`config.mk`:
```
export PLATFORM = sky130hd
export DESIGN_NAME = prefetch_queue_flat
export DESIGN_NICKNAME = d
export VERILOG_FILES = /design/src/rtl/prefetch_queue_pkg.sv /design/src/rtl/prefetch_queue_if.sv /design/src/rtl/prefetch_queue_fifo.sv /design/src/rtl/prefetch_queue.sv /design/src/flat_wrapper.sv
export SDC_FILE = /design/constraint.sdc
export NUM_CORES = 1
export LEC_CHECK = 0
export ABC_CLOCK_PERIOD_IN_PS = 4540
export CAP_MARGIN = 10
export CORE_MARGIN = 2
export CORE_UTILIZATION = 40
export DETAILED_ROUTE_END_ITERATION = 6
export PLACE_DENSITY = 0.66
export SKIP_CTS_REPAIR_TIMING = 1
export SLEW_MARGIN = 20
export SYNTH_ARGS = -nofsm -noshare
export SYNTH_HDL_FRONTEND = slang
export SYNTH_HIERARCHICAL = 1
export SYNTH_SLANG_ARGS = --single-unit
```
`constraint.sdc`:
```
create_clock -name clk -period 4.54 [get_ports clk]
set_input_delay 1.362 -clock clk [delete_from_list [all_inputs] [get_ports clk]]
set_output_delay 1.362 -clock clk [all_outputs]
set_load 0.01 [all_outputs]
```
`src/rtl/prefetch_queue_pkg.sv`:
```
// prefetch_queue_pkg: shared fetch-bus widths, reset PC and prefetch FSM encodings
package prefetch_queue_pkg;
  localparam int PQ_DEPTH   = 4;
  localparam int PQ_ADDR_W  = 16;
  localparam int PQ_DATA_W  = 16;
  localparam int PQ_INSTR_W = 2 * PQ_DATA_W;
  localparam logic [PQ_ADDR_W-1:0] PQ_RESET_PC = '0;
  typedef logic [1:0] pq_state_t;
  localparam pq_state_t PQ_IDLE = 2'd0;
  localparam pq_state_t PQ_LO   = 2'd1;
  localparam pq_state_t PQ_HI   = 2'd2;
endpackage

```
`src/rtl/prefetch_queue_if.sv`:
```
// prefetch_queue_if: fetch bus plus decoder-side instruction handshake
interface prefetch_queue_if
  import prefetch_queue_pkg::*;
#(
  parameter int DEPTH  = PQ_DEPTH,
  parameter int ADDR_W = PQ_ADDR_W,
  parameter int DATA_W = PQ_DATA_W
);
  logic                         mem_req;
  logic [ADDR_W-1:0]            mem_addr;
  logic [DATA_W-1:0]            mem_rdata;
  logic                         mem_ack;
  logic [2*DATA_W-1:0]          ir;
  logic                         ir_valid;
  logic                         ir_ready;
  logic [$clog2(DEPTH+1)-1:0]   count;
  modport master (output mem_req, mem_addr, ir, ir_valid, count, input mem_rdata, mem_ack, ir_ready);
  modport slave  (input mem_req, mem_addr, ir, ir_valid, count, output mem_rdata, mem_ack, ir_ready);
endinterface

```
`src/rtl/prefetch_queue_fifo.sv`:
```
// pq_fifo: show-ahead instruction FIFO with synchronous clear and occupancy count
module pq_fifo #(
  parameter  int DEPTH = 4,
  parameter  int W     = 32,
  localparam int CW    = $clog2(DEPTH + 1),
  localparam int PW    = $clog2(DEPTH)
) (
  input  logic          clk,
  input  logic          reset,
  input  logic          i_clear,
  input  logic          i_push,
  input  logic          i_pop,
  input  logic [W-1:0]  i_data,
  output logic [W-1:0]  o_data,
  output logic          o_valid,
  output logic [CW-1:0] o_count
);
  logic [W-1:0]  r_mem [DEPTH];
  logic [PW-1:0] r_wp, r_rp;
  logic [CW-1:0] r_count;
  logic          w_pop, w_push;
  assign o_valid = r_count != '0;
  assign o_count = r_count;
  assign o_data  = o_valid ? r_mem[r_rp] : '0;
  assign w_pop   = i_pop & o_valid;
  assign w_push  = i_push & ((r_count != CW'(DEPTH)) | w_pop);
  // pointers wrap naturally since DEPTH is a power of two; storage needs no reset
  always_ff @(posedge clk) begin
    if (!reset || i_clear) begin
      r_wp    <= '0;
      r_rp    <= '0;
      r_count <= '0;
    end else begin
      if (w_push) begin
        r_mem[r_wp] <= i_data;
        r_wp        <= r_wp + PW'(1);
      end
      if (w_pop) r_rp <= r_rp + PW'(1);
      r_count <= r_count + CW'(w_push) - CW'(w_pop);
    end
  end
endmodule

```
`src/rtl/prefetch_queue.sv`:
```
// prefetch_queue: fetches word pairs over the bus and queues 32-bit instructions for the decoder
module prefetch_queue
  import prefetch_queue_pkg::*;
#(
  parameter  int                DEPTH    = PQ_DEPTH,
  parameter  int                ADDR_W   = PQ_ADDR_W,
  parameter  int                DATA_W   = PQ_DATA_W,
  parameter  logic [ADDR_W-1:0] RESET_PC = PQ_RESET_PC,
  localparam int                CW       = $clog2(DEPTH + 1)
) (
  input  logic              clk,
  input  logic              reset,
  input  logic              i_en,
  input  logic              i_flush,
  input  logic [ADDR_W-1:0] i_flush_addr,
  prefetch_queue_if.master  bus
);
  localparam logic [CW-1:0] FULL = CW'(DEPTH);
  pq_state_t         r_state, w_next;
  logic [ADDR_W-1:0] r_pc;
  logic [DATA_W-1:0] r_lo;
  logic              r_req;
  logic              w_ack, w_pop, w_push, w_valid;
  logic [CW-1:0]     w_count, w_cnt_next;
  assign w_ack      = bus.mem_ack & r_req;
  assign w_pop      = w_valid & bus.ir_ready;
  assign w_push     = w_ack & (r_state == PQ_HI) & ~i_flush;
  assign w_cnt_next = w_count + CW'(w_push) - CW'(w_pop);
  assign bus.mem_req  = r_req;
  assign bus.mem_addr = r_pc;
  assign bus.ir_valid = w_valid;
  assign bus.count    = w_count;
  // an instruction is only started with room for it, so the HI push can never overflow
  always_comb
    w_next = (r_state == PQ_IDLE) ? ((i_en && w_count < FULL) ? PQ_LO : PQ_IDLE) :
             (r_state == PQ_LO)   ? (w_ack ? PQ_HI : PQ_LO) :
             !w_ack               ? PQ_HI :
             (i_en && w_cnt_next < FULL) ? PQ_LO : PQ_IDLE;
  // request is registered one cycle behind entering a fetch state and held across back-to-back words
  always_ff @(posedge clk) begin
    if (!reset) begin
      r_state <= PQ_IDLE;
      r_pc    <= RESET_PC;
      r_lo    <= '0;
      r_req   <= 1'b0;
    end else if (i_flush) begin
      r_state <= PQ_IDLE;
      r_pc    <= i_flush_addr;
      r_lo    <= '0;
      r_req   <= 1'b0;
    end else begin
      r_state <= w_next;
      r_req   <= (r_state != PQ_IDLE) && (w_next != PQ_IDLE);
      if (w_ack) r_pc <= r_pc + ADDR_W'(1);
      if (w_ack && r_state == PQ_LO) r_lo <= bus.mem_rdata;
    end
  end
  pq_fifo #(.DEPTH(DEPTH), .W(2 * DATA_W)) u_fifo (
    .clk     (clk),
    .reset   (reset),
    .i_clear (i_flush),
    .i_push  (w_push),
    .i_pop   (w_pop),
    .i_data  ({bus.mem_rdata, r_lo}),
    .o_data  (bus.ir),
    .o_valid (w_valid),
    .o_count (w_count)
  );
endmodule
```
`src/flat_wrapper.sv`:
```
// flat-port wrapper written by rule: the top's interface ports become plain ports
module prefetch_queue_flat import prefetch_queue_pkg::*;
#(
  parameter  int                DEPTH    = PQ_DEPTH,
  parameter  int                ADDR_W   = PQ_ADDR_W,
  parameter  int                DATA_W   = PQ_DATA_W,
  parameter  logic [ADDR_W-1:0] RESET_PC = PQ_RESET_PC,
  localparam int                CW       = $clog2(DEPTH + 1)
)
  (clk, reset, i_en, i_flush, i_flush_addr, bus_mem_req, bus_mem_addr, bus_ir, bus_ir_valid, bus_count, bus_mem_rdata, bus_mem_ack, bus_ir_ready);
  prefetch_queue_if #(.DEPTH(DEPTH), .ADDR_W(ADDR_W), .DATA_W(DATA_W)) bus_i ();
  input  logic clk;
  input  logic reset;
  input  logic i_en;
  input  logic i_flush;
  input  logic [ADDR_W-1:0] i_flush_addr;
  output wire logic [$bits(bus_i.mem_req)-1:0] bus_mem_req;
  output wire logic [$bits(bus_i.mem_addr)-1:0] bus_mem_addr;
  output wire logic [$bits(bus_i.ir)-1:0] bus_ir;
  output wire logic [$bits(bus_i.ir_valid)-1:0] bus_ir_valid;
  output wire logic [$bits(bus_i.count)-1:0] bus_count;
  input wire logic [$bits(bus_i.mem_rdata)-1:0] bus_mem_rdata;
  input wire logic [$bits(bus_i.mem_ack)-1:0] bus_mem_ack;
  input wire logic [$bits(bus_i.ir_ready)-1:0] bus_ir_ready;
  assign bus_mem_req = bus_i.mem_req;
  assign bus_mem_addr = bus_i.mem_addr;
  assign bus_ir = bus_i.ir;
  assign bus_ir_valid = bus_i.ir_valid;
  assign bus_count = bus_i.count;
  assign bus_i.mem_rdata = bus_mem_rdata;
  assign bus_i.mem_ack = bus_mem_ack;
  assign bus_i.ir_ready = bus_ir_ready;
  prefetch_queue #(.DEPTH(DEPTH), .ADDR_W(ADDR_W), .DATA_W(DATA_W), .RESET_PC(RESET_PC)) u_core (.clk(clk), .reset(reset), .i_en(i_en), .i_flush(i_flush), .i_flush_addr(i_flush_addr), .bus(bus_i));
endmodule
```
==> flow_metrics.tcl <==
set metrics [dict create \
    status "finished clean" \
    core_area_um2 17200 \
    final_antenna_net_count 0 \
    min_from "u_core/u_fifo/r_rp[0]" \
    yosysSeqAreaShare 0.678 \
    path_max_fanout 13 \
    clk_pin_slew_worst_paths_ps 60 \
    r2r_start "u_core/u_fifo/o_count[1]" \
    slew_headroom 0.401 \
    drc_errors 0 \
    grtUsageMet1 0.201 \
    drt_iter0_drc 276 \
    die_x_um 136 \
    worstSkewPairLatency_ps 430 \
    layout_min_cycle_time_ps 3920 \
    async_reset_ff_frac 0 \
    num-fill-cells 1445 \
    drive_above_1_share 0.150 \
    grtUsageTotal 0.157 \
    synth-simple-area-share 0.0950 \
    synth_top_cell_by_area "edfxtp_1" \
    die_area_um2 18500 \
    place_congestion 0.821 \
    finalNetCount 582 \
    fin_setup_tns_ps 0 \
    synth_top_family_by_area "multiplexers" \
    worst_slew_pin_slew_ps 896 \
    antenna_found_initial 0 \
    finalHoldViolCount 0 \
    ys_warn_count 6 \
    total_leakage_power_nw 2.83 \
    cts_buffer_depth 2 \
    grt-busiest-layer "met2" \
    io_pins 91 \
    clock_sinks 172 \
    postRouteWirelength_um 13400 \
    portBuffers 90 \
    wire_per_inst_um 17.3 \
    gr-total-overflow 0 \
    placed_cell_area_um2 8120 \
    cp-end-kind "output port" \
    grt_pass1_wl_um 21700 \
    crit_type "reg2out" \
    period_share 0.863 \
    layout_commonest_cell "edfxtp_1" \
    ys_types 46 \
    startpoint_type "flop" \
    dp.cells 739 \
    synth_compound_area_frac 0.0368 \
    ys_ff_latch 172 \
    avgSynthCellArea_um2 15.9 \
    reg2regPathDepth 12 \
    synthMuxAreaShare 0.129 \
    yosys_most_used_dff "edfxtp_1" \
    r2r_end "u_core/u_fifo/o_count[2]" \
    hold_path_class "reg2reg" \
    initial_core_util 0.406 \
    grt_max_degree 38 \
    rsz0062_at_grt "no" \
    cts_buffers 17 \
    ff_latch_area_um2 4730 \
    use_met2 0.256 \
    synth_cells 437 \
    min_path_cells 2 \
    netlist.area_leader.share 0.552 \
    fmax_ghz 0.255 \
    power_density_nw_per_um2 370 \
    finalNonFillerCells 771 \
    first_pass_iters 5 \
    mostFrequentLayoutCells "edfxtp_1, clkdlybuf4s50_1, dfxtp_1" \
    drv_slew 0 \
    diodes 0 \
    setup_slack_ps 620 \
    area_growth_pct 24.7 \
    die_h_um 136 \
    setup_viol 0 \
    syn-num-nets 486 \
    design_area_um2 8690 \
    hpwl_um 8110 \
    synth.area.top_cells "edfxtp_1, dfxtp_1, mux4_2, nor2b_1, mux2i_1" \
    cts_tree "done" \
    finClkSkew_ps 5.90 \
    grt_pass1_vias 4064 \
    cp.required_ps 3180 \
    synth_adder_area_share 0.0208 \
    synth_xor_area_frac 0.0163 \
    rows 48 \
    cts-root-buf "clkbuf_16" \
    pre_cts_slack_ps 631 \
    multi_input_area_um2 2080 \
    peakVddDrop_mv 0.281 \
    htreeDepth 4 \
    use_met3 0.0533 \
    vias_per_cell 5.08 \
    arrival_ps 2560 \
    vias 3917 \
    r2r_setup_slack_ps 1540 \
    maxCapViolations 0 \
    netlist_area_um2 6970 \
    synth_edf_count 128 \
]
==> sequential cells by signal, summed over array words and instances, names as in the netlist, named ones only <==
name,flops
u_core/bus.mem_addr,16
u_core/bus.mem_req,1
u_core/r_lo,16
u_core/r_state,2
u_core/u_fifo/o_count,3
u_core/u_fifo/r_mem,128
u_core/u_fifo/r_rp,2
u_core/u_fifo/r_wp,2
==> synthesized netlist by cell type, types with 11 or more instances <==
library cell	count
a21oi_1	11
clkbuf_1	12
dfxtp_1	44
edfxtp_1	128
mux2i_1	18
mux4_2	32
nand2_1	13
nor2_1	20
nor2b_1	35
o21ai_0	19
==> critical path, stage by stage, from the launching register on <==
cell             delay [ps]
dfxtp_2                 600
buf_4                   340
mux4_2                  530
nor2b_1                 160
clkdlybuf4s50_1         500
==> metrics by stage <==
step,hold WS (ps),util,power (mW)
after detailed placement,473,0.473,1.84
after CTS,492,0.506,3.24
final,494,0.506,3.21
after floorplan,459,-,1.77
after global placement,468,0.473,1.83
after global routing,518,0.506,3.33
==> where the power goes <==
group / switching [mW] / internal [mW]
clock network: 0.594 / 0.815
registers: 0.0140 / 1.69
logic: 0.0446 / 0.0585
==> area by class of cell <==
| class | instances | share of cell area |
|---|---|---|
| Sequential cell | 172 | 0.544 |
| Multi-Input combinational cell | 230 | 0.240 |
| Timing Repair Buffer | 101 | 0.113 |
| Clock buffer | 19 | 0.0498 |
| Tap cell | 225 | 0.0324 |
| Clock inverter | 13 | 0.0163 |
| Inverter | 11 | 0.00475 |
==> worst max path at each step <==
| stage | endpoint | slack [ps] |
|---|---|---|
| finish | bus_ir[20] | 620 |
| global route | bus_ir[11] | 400 |
| CTS | bus_ir[10] | 500 |
| detailed placement | u_core/u_fifo/o_count[2] | 630 |
| global placement | u_core/u_fifo/o_count[2] | 700 |
| floorplan | u_core/u_fifo/r_mem[0][0] | 980 |
==> routing by layer <==
layer / vias to the layer above / wire length [um]
met4: 0 / 138
met3: 14 / 688
li1: 1855 / -
met1: 1942 / 6150
met5: - / 0
met2: 106 / 6400
==> kinds of logic (layout without fill, tap and decap cells) <==
| kind of cell | count (synthesis) | in the layout |
|---|---|---|
| flops | 172 | 172 |
| compound gates | 43 | 43 |
| simple gates | 113 | 113 |
| xor+xnor | 13 | 13 |
| buf+inv | 35 | 144 |
| mux | 50 | 50 |
| fa+ha+maj | 11 | 11 |
(Power assumes the default switching activity.)
